`src/rtl/uart_rx_param_if.sv`:
```
// Host-side word port of the parametrised UART receiver: valid/ready word plus per-frame status.
// master = receiver, slave = host FIFO or bus bridge.
interface uart_rx_param_if #(
    parameter int DATA_BITS = 8
);
    logic                 ready;
    logic                 data_val;
    logic [DATA_BITS-1:0] data;
    logic                 parity_err;
    logic                 frame_err;
    logic                 overrun;
    logic                 break_det;

    modport master (
        input  ready,
        output data_val, data, parity_err, frame_err, overrun, break_det
    );

    modport slave (
        output ready,
        input  data_val, data, parity_err, frame_err, overrun, break_det
    );
endinterface

```
`src/rtl/uart_rx_param.sv`:
```
// Parametrised UART receiver: 2-flop rx sync, glitch-rejecting start, 3-sample majority vote per bit.
// Latency: word valid 2 cycles after the last stop bit's mid-bit decision.
// Backpressure: data_val holds until ready; a frame completing while held is dropped with an overrun pulse.
module uart_rx_param #(
    parameter int CLK_RATE  = 100000000,
    parameter int BAUD_RATE = 1000000,
    parameter int DATA_BITS = 8,
    parameter int PARITY    = 0,
    parameter int STOP_BITS = 1
) (
    input  logic            clk,
    input  logic            areset,
    input  logic            rx,
    uart_rx_param_if.master host
);
    localparam int CPB  = CLK_RATE / BAUD_RATE;
    localparam int HALF = CPB / 2;
    localparam int CW   = $clog2(CPB);

    typedef enum logic [2:0] {S_WAIT_IDLE, S_IDLE, S_START, S_DATA, S_PARITY, S_STOP} state_t;

    state_t               state, state_nxt;
    logic                 rx_meta, rx_s;
    logic [CW-1:0]        bit_cnt, bit_cnt_nxt;
    logic [3:0]           bit_idx, bit_idx_nxt;
    logic [DATA_BITS-1:0] shreg, shreg_nxt;
    logic                 perr, perr_nxt, ferr, ferr_nxt, pbit, pbit_nxt, done, done_nxt;
    logic                 smp0, smp1, vote, at_dec, at_end, brk;

    assign vote   = (smp0 & smp1) | (smp0 & rx_s) | (smp1 & rx_s);
    assign at_dec = (bit_cnt == CW'(HALF + 1));
    assign at_end = (bit_cnt == CW'(CPB - 1));
    assign brk    = done && ferr && (shreg == '0) && !pbit;

    always_comb begin
        state_nxt   = state;
        bit_cnt_nxt = bit_cnt;
        bit_idx_nxt = bit_idx;
        shreg_nxt   = shreg;
        perr_nxt    = perr;
        ferr_nxt    = ferr;
        pbit_nxt    = pbit;
        done_nxt    = 1'b0;
        if (state inside {S_START, S_DATA, S_PARITY, S_STOP})
            bit_cnt_nxt = at_end ? '0 : bit_cnt + CW'(1);
        case (state)
            S_WAIT_IDLE: if (rx_s) state_nxt = S_IDLE;
            S_IDLE: begin
                if (!rx_s) begin
                    state_nxt   = S_START;
                    bit_cnt_nxt = '0;
                    bit_idx_nxt = '0;
                    perr_nxt    = 1'b0;
                    ferr_nxt    = 1'b0;
                    pbit_nxt    = 1'b0;
                end
            end
            S_START: begin
                if (at_dec && vote)
                    state_nxt = S_IDLE;
                else if (at_end)
                    state_nxt = S_DATA;
            end
            S_DATA: begin
                if (at_dec) shreg_nxt = {vote, shreg[DATA_BITS-1:1]};
                if (at_end) begin
                    if (bit_idx == 4'(DATA_BITS - 1)) begin
                        bit_idx_nxt = '0;
                        state_nxt   = (PARITY != 0) ? S_PARITY : S_STOP;
                    end else begin
                        bit_idx_nxt = bit_idx + 4'd1;
                    end
                end
            end
            S_PARITY: begin
                if (at_dec) begin
                    pbit_nxt = vote;
                    perr_nxt = (PARITY == 1) ? ~(^shreg ^ vote) : (^shreg ^ vote);
                end
                if (at_end) state_nxt = S_STOP;
            end
            S_STOP: begin
                // Complete at the last stop bit's decision point so back-to-back starts are not missed.
                if (at_dec) begin
                    ferr_nxt = ferr | ~vote;
                    if (bit_idx == 4'(STOP_BITS - 1)) begin
                        done_nxt  = 1'b1;
                        state_nxt = (ferr | ~vote) ? S_WAIT_IDLE : S_IDLE;
                    end
                end
                if (at_end) bit_idx_nxt = bit_idx + 4'd1;
            end
            default: state_nxt = S_WAIT_IDLE;
        endcase
    end

    always_ff @(posedge clk) begin
        if (areset) begin
            rx_meta <= 1'b1;
            rx_s    <= 1'b1;
            state   <= S_WAIT_IDLE;
            bit_cnt <= '0;
            bit_idx <= '0;
            shreg   <= '0;
            perr    <= 1'b0;
            ferr    <= 1'b0;
            pbit    <= 1'b0;
            done    <= 1'b0;
            smp0    <= 1'b1;
            smp1    <= 1'b1;
        end else begin
            rx_meta <= rx;
            rx_s    <= rx_meta;
            state   <= state_nxt;
            bit_cnt <= bit_cnt_nxt;
            bit_idx <= bit_idx_nxt;
            shreg   <= shreg_nxt;
            perr    <= perr_nxt;
            ferr    <= ferr_nxt;
            pbit    <= pbit_nxt;
            done    <= done_nxt;
            if (bit_cnt == CW'(HALF - 1)) smp0 <= rx_s;
            if (bit_cnt == CW'(HALF))     smp1 <= rx_s;
        end
    end

    always_ff @(posedge clk) begin
        if (areset) begin
            host.data_val   <= 1'b0;
            host.data       <= '0;
            host.parity_err <= 1'b0;
            host.frame_err  <= 1'b0;
            host.overrun    <= 1'b0;
            host.break_det  <= 1'b0;
        end else begin
            host.overrun   <= 1'b0;
            host.break_det <= brk;
            if (host.data_val && host.ready) begin
                host.data_val   <= 1'b0;
                host.parity_err <= 1'b0;
                host.frame_err  <= 1'b0;
            end
            if (done) begin
                if (!host.data_val || host.ready) begin
                    host.data_val   <= 1'b1;
                    host.data       <= shreg;
                    host.parity_err <= perr;
                    host.frame_err  <= ferr;
                end else begin
                    host.overrun <= 1'b1;
                end
            end
        end
    end
endmodule
```
`src/flat_wrapper.sv`:
```
// flat-port wrapper written by rule: the top's interface ports become plain ports
module uart_rx_param_flat 
#(
    parameter int CLK_RATE  = 100000000,
    parameter int BAUD_RATE = 1000000,
    parameter int DATA_BITS = 8,
    parameter int PARITY    = 0,
    parameter int STOP_BITS = 1
)
  (clk, areset, rx, host_ready, host_data_val, host_data, host_parity_err, host_frame_err, host_overrun, host_break_det);
  uart_rx_param_if #(.DATA_BITS(DATA_BITS)) host_i ();
  input  logic clk;
  input  logic areset;
  input  logic rx;
  input wire logic [$bits(host_i.ready)-1:0] host_ready;
  output wire logic [$bits(host_i.data_val)-1:0] host_data_val;
  output wire logic [$bits(host_i.data)-1:0] host_data;
  output wire logic [$bits(host_i.parity_err)-1:0] host_parity_err;
  output wire logic [$bits(host_i.frame_err)-1:0] host_frame_err;
  output wire logic [$bits(host_i.overrun)-1:0] host_overrun;
  output wire logic [$bits(host_i.break_det)-1:0] host_break_det;
  assign host_i.ready = host_ready;
  assign host_data_val = host_i.data_val;
  assign host_data = host_i.data;
  assign host_parity_err = host_i.parity_err;
  assign host_frame_err = host_i.frame_err;
  assign host_overrun = host_i.overrun;
  assign host_break_det = host_i.break_det;
  uart_rx_param #(.CLK_RATE(CLK_RATE), .BAUD_RATE(BAUD_RATE), .DATA_BITS(DATA_BITS), .PARITY(PARITY), .STOP_BITS(STOP_BITS)) u_core (.clk(clk), .areset(areset), .rx(rx), .host(host_i));
endmodule
```
`config.mk`:
```
export PLATFORM = sky130hd
export DESIGN_NAME = uart_rx_param_flat
export DESIGN_NICKNAME = d
export VERILOG_FILES = /design/src/rtl/uart_rx_param_if.sv /design/src/rtl/uart_rx_param.sv /design/src/flat_wrapper.sv
export SDC_FILE = /design/constraint.sdc
export NUM_CORES = 1
export LEC_CHECK = 0
export ABC_AREA = 1
export CORE_UTILIZATION = 61
export CTS_CLUSTER_DIAMETER = 60
export DETAILED_ROUTE_END_ITERATION = 10
export PLACE_DENSITY_LB_ADDON = 0.25
export SKIP_LAST_GASP = 1
export SLEW_MARGIN = 20
export SYNTH_ARGS = -nofsm -noshare
export SYNTH_HDL_FRONTEND = slang
export SYNTH_SLANG_ARGS = --single-unit
```
`constraint.sdc`:
```
create_clock -name clk -period 2.47 [get_ports clk]
set_clock_uncertainty 0.2 [all_clocks]
set_input_delay 0.3705 -clock clk [delete_from_list [all_inputs] [get_ports clk]]
set_output_delay 0.3705 -clock clk [all_outputs]
set_load 0.01 [all_outputs]
```
# Word-level counts from Yosys, hierarchy flattened
# Cells that the tools add are included.
# classes
n_reduce_logical	24
n_bitwise	11
add_sub_neg	2
n_eq_ne	20
mux	38
# op_table
operator	n
two-way mux 7 bit	4
two-way mux 3 bit	9
== test 7 x 6 -> 1 bit (second input constant)	3
one-hot mux 3 bit (6 select lines)	1
two-way mux 1 bit	16
two-way mux 4 bit	4
!= test 2 x 1 -> 1 bit (second input constant)	6
one-hot mux 4 bit (3 select lines)	1
zero test 8 bit	1
AND reduction 8 bit	1
XOR reduction 8 bit	1
adder 7 x 1 -> 7 bit (second input constant)	1
== test 7 bit (second input constant)	1
== test 3 x 2 -> 1 bit (second input constant)	2
== test 3 bit (second input constant)	2
!= test 2 bit (second input constant)	3
one-hot mux 1 bit (2 select lines)	3
AND reduction 3 bit	2
logical AND 1 bit	5
adder 4 x 1 -> 4 bit (second input constant)	1
== test 4 x 3 -> 1 bit (second input constant)	1
zero test 4 bit	1
inverter 1 bit	4
AND reduction 2 bit	2
other kinds (14)	20
# word_totals
word_cells	113
reg_bits	43
input_bits	4
output_inout_bits	13

# Depth between registers and ports, before layout
# Gate-level depths: netlist (run 1).
# logic_depth
ltp_word	9
depth_mapped	11

# Worst setup path after synthesis (run 1)
# Ideal clock, no wire load.
# synth_path
path_type	register to register
startpoint	register u_core.state[1]
endpoint	register u_core.bit_cnt[6]
setup_slack_ps	788
path_stages_with_launch	8
t_arrival_ps	1418
t_required_ps	2206
period_less_slack_ps	1682
cell_sequence	dfxtp_1 ha_1 inv_1 nor3_1 nand3_1 o21ai_0 o21ai_0 nor2_1
# synth_via
elab_chain_cells	5
word_cells_on_any_way	9
classes_between	eq/ne: 5; mux: 3; reduce/logical: 1
# synth_rtl
element	line	rtl
start: declaration	uart_rx_param.sv:22	state_t state, state_nxt;
start signal: assignment	uart_rx_param.sv:114	state <= state_nxt;
== test 3 x 2 -> 1 bit or == test 3 bit (tied branches)	uart_rx_param.sv:44	if (state inside {S_START, S_DATA, S_PARITY, S_STOP})
nonzero test 4 bit	uart_rx_param.sv:44	
two-way mux 7 bit	uart_rx_param.sv:44	
two-way mux 7 bit	uart_rx_param.sv:49	if (!rx_s) begin
two-way mux 7 bit (*)	uart_rx_param.sv:46	case (state)
end signal: assignment	uart_rx_param.sv:115	bit_cnt <= bit_cnt_nxt;
end: declaration	uart_rx_param.sv:24	logic [CW-1:0] bit_cnt, bit_cnt_nxt;
# Every way passes the cells marked *; elsewhere a longest branch is shown, timed or not.
# A chain may end at the register's enable or synchronous reset.

# Worst setup path in the final report (run 1)
# Ends and elaborated chain as after synthesis.

==> summary.md, run 1 <==
| Metric | Value |
|---|---|
| Final nets | between 300 and 400 |
| Worst slew margin | 0.7692 |
| Total Routing Usage GR | 0.2420 |
| Post-CTS setup buffers | 0 |
| Endpoint, Worst Hold | u_core.rx_s |
| Max_cap viols | 0 |
| Antenna violations before repair | 0 |
| Most frequently used flop master after synthesis | dfxtp_1 |
| Largest area contributor in the netlist | dfxtp_1 |
| Post-synthesis mux area share | 0 |
| Worst Reg-to-Reg Cells | 7 |
| Top-count cell post-synth | nand2_1 |
| Initial DRC Count | 63 |
| Tightest Pin Transition | approximately 0.34 ns |
| Number of global-route vias before repair | roughly 1500 |
| Post-CTS sizing | 0 |
| Simple-Gate Fraction of Synth Area | 0.2523 |
| Dominant cells by area after synthesis | dfxtp_1, nand2_1, a21oi_1, ha_1, inv_1 |
| Fillers | between 200 and 250 |
| Post-synthesis sequential area ratio | 0.4152 |
| IO Port Bufs | 16 |
| Share of layout cells above drive strength 1 | 0.1195 |
| Die footprint | 3636 um^2 |
| Largest family of logic cells by synthesized area | simple AND/OR/NAND/NOR gates |
| Status | completed |
| Synth Warn # | 0 |
| Net Count, Synth | about 290 |
| Hold path depth | 1 |
| Crit path capture type | flip-flop |
| Compound-cell area share of the yosys netlist | 0.1732 |
| Longest Clk Path Bufs | 2 |
| Min-delay src | u_core.rx_meta |
| Crit. Startpoint | u_core.state[1] |
| Vias post-DR | 1741 |
| Drt pass-1 iters | 4 |
| DRC Markers | 0 |
| Critical path class | reg -> reg |
| CTS clock-pin slew for the worst setup and hold paths | 0.13 ns |
| Syn_area_per_cell | approximately 7.7 um^2 |
| Clk sinks | 43 |
| Netlist cell types | 33 |
| R2r startpoint | u_core.state[1] |
| Peak fanout along the critical path | 6 |
| RSZ-0062 raised after global routing | no |
| Mapped cell area | roughly 2100 um^2 |
| Die width | ~60 um |
| R2R setup slack | approximately 0.56 ns |
| Pwr/cell area | 759.2 nW/um^2 |
| Req. time, crit path | 2.59 ns |
| Final count of pins violating max slew | 0 |
| Number of flops mapped to enable cells by yosys | 0 |
| Die Y | 60.30 um |
| Final hold vios | 0 |
| IO Count | 17 |
| Clock Latency Late Sink | approximately 0.37 ns |
| Worst Path Arrival | 2.02 ns |
| WL final | ~3.9 mm |
| Ant. Diodes | 0 |
| Post-DP HPWL | approximately 3 mm |
| Post-Synth Adder-Cell Area | 0.06035 |
| Vias per std cell | 5.166 |
| Total core area | approximately 3100 um^2 |
| RR Endpoint | u_core.bit_cnt[6] |
| Seq cells post-synth | 43 |
| Final setup fails | 0 |
| Crit path time final | 1.908 ns |
| # hold bufs at CTS | 0 |
| Total grt overflow | 0 |
| Avg WL per Cell | between 10 and 15 um |
| Synth top cells by count | nand2_1, dfxtp_1, inv_1 |
| Row count | 20 |
| Setup TNS | 0 ns |
| Synthesized netlist cell count | 271 |
| Xor-xnor portion of the synthesized cell area | 0.02112 |
| P&R area growth vs syn | 14.30% |
| Fin util | 0.7576 |
| Num CTS Buffers | 5 |
| F_max | between 0.5 and 0.6 GHz |
| Largest net degree at the start of global routing | 19 |
| CP Launch Type | flip-flop |
| Hold Crit Class | reg -> reg |
| Pleak | around 0.94 nW |
| Starting Density | 0.6628 |
| Routed Antenna Nets | 0 |
| CTS tree | yes |
| Period utilization | 0.7725 |
| Clock root buffer | clkbuf_4 |
| H-tree levels | 2 |
| FFs w/ async S/R, synth | 0 |
| First-pass GRT wire length | roughly 6.5 mm |
| Peak supply drop | 0.0006670 V |
| Post-synth top area share | 0.4152 |
| Placer Congestion | 0.9720 |
-- power breakdown --
group	switching, mW	total (mW)	leakage, nW	internal (mW)
clock	0.233	0.446	0.0452	0.213
combinational	0.352	0.546	0.547	0.194
sequential	0.0615	0.807	0.348	0.746
total	0.647	1.80	0.940	1.15
-- placed cells by master, fill, tap and decap left out, drive strengths merged --
cell type      count
o311ai             2
dfxtp             43
xnor2              3
clkinv             2
clkdlybuf4s50     16
inv               37
nand4              2
nor4               2
nor2              24
o21ai             27
xor2               2
a21oi             32
ha                10
or2                2
o211ai             1
buf                3
a211oi             1
nor3b              2
clkbuf             5
a2111oi            1
bufinv             1
a21o               1
nor3               5
nand3             16
nand2             53
-- registers in the layout (all words and copies together), names as in the netlist --
signal,count
u_core.host.data_val,1
u_core.host.parity_err,1
u_core.bit_cnt,7
u_core.ferr,1
u_core.host.frame_err,1
u_core.bit_idx,4
u_core.host.data,8
u_core.state,3
u_core.pbit,1
u_core.host.overrun,1
u_core.smp0,1
u_core.perr,1
u_core.host.break_det,1
u_core.shreg,8
u_core.rx_meta,1
u_core.smp1,1
u_core.done,1
u_core.rx_s,1
-- metal layers --
metal  track usage  wire length, um  up-vias
li1              -                -      931
met1        0.3284             1959      766
met2        0.3673             1672       37
met3       0.05195              181        7
met4        0.1096               59        0
met5             0                0        -
-- metrics by stage --
| stage | std cells | cell area, um^2 | total power [mW] | setup slack [ns] | hold slack [ns] |
|---|---|---|---|---|---|
| 3_3_place_gp | 329 | 2288 | 1.337 | 0.6627 | 0.1914 |
| 2_1_floorplan | 271 | 2073 | 1.248 | 0.7878 | 0.1895 |
| 3_5_place_dp | 329 | 2288 | 1.354 | 0.6117 | 0.2023 |
| 4_1_cts | 337 | 2370 | 1.805 | 0.5772 | 0.2317 |
| 6_report | 337 | 2370 | 1.799 | 0.5619 | 0.2262 |
| 5_1_grt | 337 | 2370 | 1.927 | 0.3858 | 0.2466 |
-- worst max-delay path, stage by stage (launching register included) --
cell and delay [ns]:
dfxtp_1 0.40, ha_1 0.38, inv_1 0.11, nor3_1 0.28, nand3_1 0.16, o21ai_0 0.16, o21ai_0 0.09, nor2_1 0.08
-- layout make-up --
class	count	area [um^2]	area share
tap	44	55.05	0.02323
timing repair buffer	19	182.7	0.07709
inverter	37	138.9	0.05861
multi-input combinational	186	1051	0.4435
clock buffer	5	37.54	0.01584
clock inverter	3	43.79	0.01848
sequential	43	860.8	0.3633
-- logic make-up (layout without fill, tap and decap cells) --
logic type,after synthesis,after routing
AND/OR/NAND/NOR,106,106
AO/OA/AOI/OAI,65,65
adder cells (fa/ha/maj),10,10
XOR/XNOR,5,5
buffers and inverters,42,64
flip-flops,43,43
-- worst max-delay path by stage --
stage                   endpoint  cells past startpoint
2_1_floorplan  u_core.bit_cnt[6]                      7
3_3_place_gp     u_core.shreg[0]                      5
3_5_place_dp   u_core.bit_cnt[6]                      7
4_1_cts        u_core.bit_cnt[6]                      7
5_1_grt        u_core.bit_cnt[6]                      7
6_report       u_core.bit_cnt[6]                      7
No activity file was read; power rests on OpenSTA's default activity.
==> run 2, diff against run 1 <==
--- a/config.mk
+++ b/config.mk
@@ -6,7 +6,7 @@
 export NUM_CORES = 1
 export LEC_CHECK = 0
 export ABC_AREA = 1
-export CORE_UTILIZATION = 61
+export CORE_UTILIZATION = 51
 export CTS_CLUSTER_DIAMETER = 60
 export DETAILED_ROUTE_END_ITERATION = 10
 export PLACE_DENSITY_LB_ADDON = 0.25
==> constraint.sdc (replaced) <==
create_clock -name clk -period 1.6 [get_ports clk]
set_clock_uncertainty 0.2 [all_clocks]
set_input_delay 0.24 -clock clk [delete_from_list [all_inputs] [get_ports clk]]
set_output_delay 0.24 -clock clk [all_outputs]
set_load 0.01 [all_outputs]
==> run 2 against run 1 <==
Register-to-register slack lost 0.53 ns. Global-route usage shrank 3.1 points. Critical path type unchanged. Largest power group unchanged. Power grew 76%. Via count grew 7.4%. Highest routed layer unchanged. Critical endpoint unchanged. Sequential power grew 60%.
==> summary.md, run 2 (synthesis gave the netlist of run 1 again) <==
| Metric | Value |
|---|---|
| Status | completed |
| Ant. Diodes | 0 (unchanged) |
| Worst Path Arrival | 1.63 ns (-0.39 ns) |
| Num CTS Buffers | 5 (unchanged) |
| Share of layout cells above drive strength 1 | 0.3230 (+0.2035) |
| Avg WL per Cell | 12.12 um (+5.5%) |
| Routed Antenna Nets | 0 (unchanged) |
| Number of global-route vias before repair | 1637 (+6.1%) |
| Critical path class | reg -> reg |
| Final count of pins violating max slew | 0 (unchanged) |
| P&R area growth vs syn | 37.30% |
| H-tree levels | 2 (unchanged) |
| Placer Congestion | 0.8335 (-14%) |
| CTS clock-pin slew for the worst setup and hold paths | 0.09 ns (-0.04 ns) |
| Final nets | 335 (+9.5%) |
| Clock root buffer | clkbuf_8 |
| IO Count | 17 (unchanged) |
| Peak fanout along the critical path | 6 (unchanged) |
| Post-DP HPWL | 3.043 mm (+4.0%) |
| Worst slew margin | 0.7917 (+0.02247) |
| Die width | 65.76 um (+9.1%) |
| Total core area | 3771 um^2 (+21%) |
| CTS tree | yes |
| Hold Crit Class | reg -> reg |
| Final hold vios | 0 (unchanged) |
| Clock Latency Late Sink | 0.31 ns (-0.06 ns) |
| FF/Latch Area | 882.1 um^2 (+2.5%) |
| Crit path time final | 1.572 ns (-0.3360 ns) |
| Total Routing Usage GR | 0.2108 (-0.03117) |
| Most frequent cells in the layout | nand2_1, dfxtp_1, buf_4 |
| DRC Markers | 0 (unchanged) |
| CP Launch Type | flip-flop |
| Fillers | 258 (+4.5%) |
| Drt pass-1 iters | 4 (unchanged) |
| Die Y | 65.76 um (+9.1%) |
| Max stage delay on crit path | 0.38 ns (-0.02 ns) |
| Clk sinks | 43 (unchanged) |
| Req. time, crit path | 1.66 ns (-0.93 ns) |
| Multi-input gate area | 1260 um^2 (+20%) |
| First-pass GRT wire length | 6.913 mm (+7.0%) |
| Commonest non-fill, non-tap cell in the layout | nand2_1 |
| Most frequent CP cell | o21ai_1 |
| Total grt overflow | 0 (unchanged) |
| Max_cap viols | 0 (unchanged) |
| Starting Density | 0.5498 (-0.1130) |
| Die footprint | 4324 um^2 (+19%) |
| Crit-path cells | ha_4, inv_4, nor3_4, nand3_2, o21ai_1, o21ai_1, nor2_1 |
| Setup TNS | 0 ns (unchanged) |
| Crit path capture type | flip-flop |
| Pwr/cell area | 1111 nW/um^2 (+46%) |
| Largest net degree at the start of global routing | 19 (unchanged) |
| Final setup fails | 0 (unchanged) |
| WL final | 4.484 mm (+16%) |
| RSZ-0062 raised after global routing | yes |
| Longest Clk Path Bufs | 2 (unchanged) |
| Critical-path top delay cell | dfxtp_4 |
| Antenna violations before repair | 0 (unchanged) |
| Row count | 22 (+10%) |
| Tightest Pin Transition | 0.3085 ns (-0.02890 ns) |
| IO Port Bufs | 16 (unchanged) |
| F_max | 0.6361 GHz (+21%) |
| Period utilization | 0.9825 (+0.2100) |
| Regs by FF count | u_core.host.data x8, u_core.shreg x8, u_core.bit_cnt x7 |
| Initial DRC Count | 74 (+17%) |
| Fin Hold WS | 0.2149 ns (-0.01124 ns) |
| Pleak | 1.238 nW (+32%) |
| Vias per std cell | 5.054 (-2.2%) |
| Vias post-DR | 1870 (+7.4%) |
| Peak supply drop | 0.001030 V (+54%) |
[run 2: layer usage]
layer,up-vias,share of wire,global-route usage
met4,0,0.016,0.08152
met3,7,0.038,0.05382
met1,842,0.48,0.2747
li1,992,-,-
met2,29,0.47,0.3304
met5,-,0,0
[run 2: through the flow]
step	utilization	cell area [um^2]	worst slack [ns]	total power, mW	cells
after floorplan	-	2083	-0.002124	1.935	271
after global placement	0.6659	2511	-0.02152	2.225	359
after detailed placement	0.6659	2511	-0.04828	2.245	359
after CTS	0.6911	2606	-0.01452	2.963	367
after global routing	0.7548	2846	-0.07782	3.377	370
final	0.7548	2846	0.02798	3.164	370
[run 2: critical path: cells and delay by family (launching register included)]
kind	cells	cell delay [ns]
and+or+nand+nor	3	0.40
AOI/OAI and AO/OA	2	0.20
DFF	1	0.38
buffers and inverters	1	0.05
adders and majority gates	1	0.29
[run 2: path summary, 6_finish.rpt]
kind / from / endpoint / slack, ns / cells past startpoint
setup / recovery: u_core.state[1] / u_core.bit_cnt[6] / 0.03 / 7
hold / removal: u_core.rx_meta / u_core.rx_s / 0.21 / 1
setup reg to reg: u_core.state[1] / u_core.bit_cnt[6] / 0.03 / 7
hold reg to reg: u_core.rx_meta / u_core.rx_s / 0.21 / 1
[run 2: repair_timing]
item	CTS	global route
pin swaps	1	17
buffers inserted	0	3
resized for setup	15	54
setup endpoints to repair	24	21
hold buffers	0	0
[run 2: cell type report]
class                   instances  area share
clock inverters                 3    0.008352
inverters                      37     0.05055
flip-flops and latches         43      0.3099
multi-input cells             186      0.4426
clock buffers                   5     0.02418
well taps                      48     0.02110
repair buffers                 48      0.1433
[run 2: power by group]
| part | leakage [nW] | switching (mW) | total (mW) | internal, mW |
|---|---|---|---|---|
| Clock | 0.0408 | 0.419 | 0.731 | 0.312 |
| Sequential | 0.353 | 0.108 | 1.29 | 1.18 |
| Combinational | 0.845 | 0.641 | 1.15 | 0.506 |
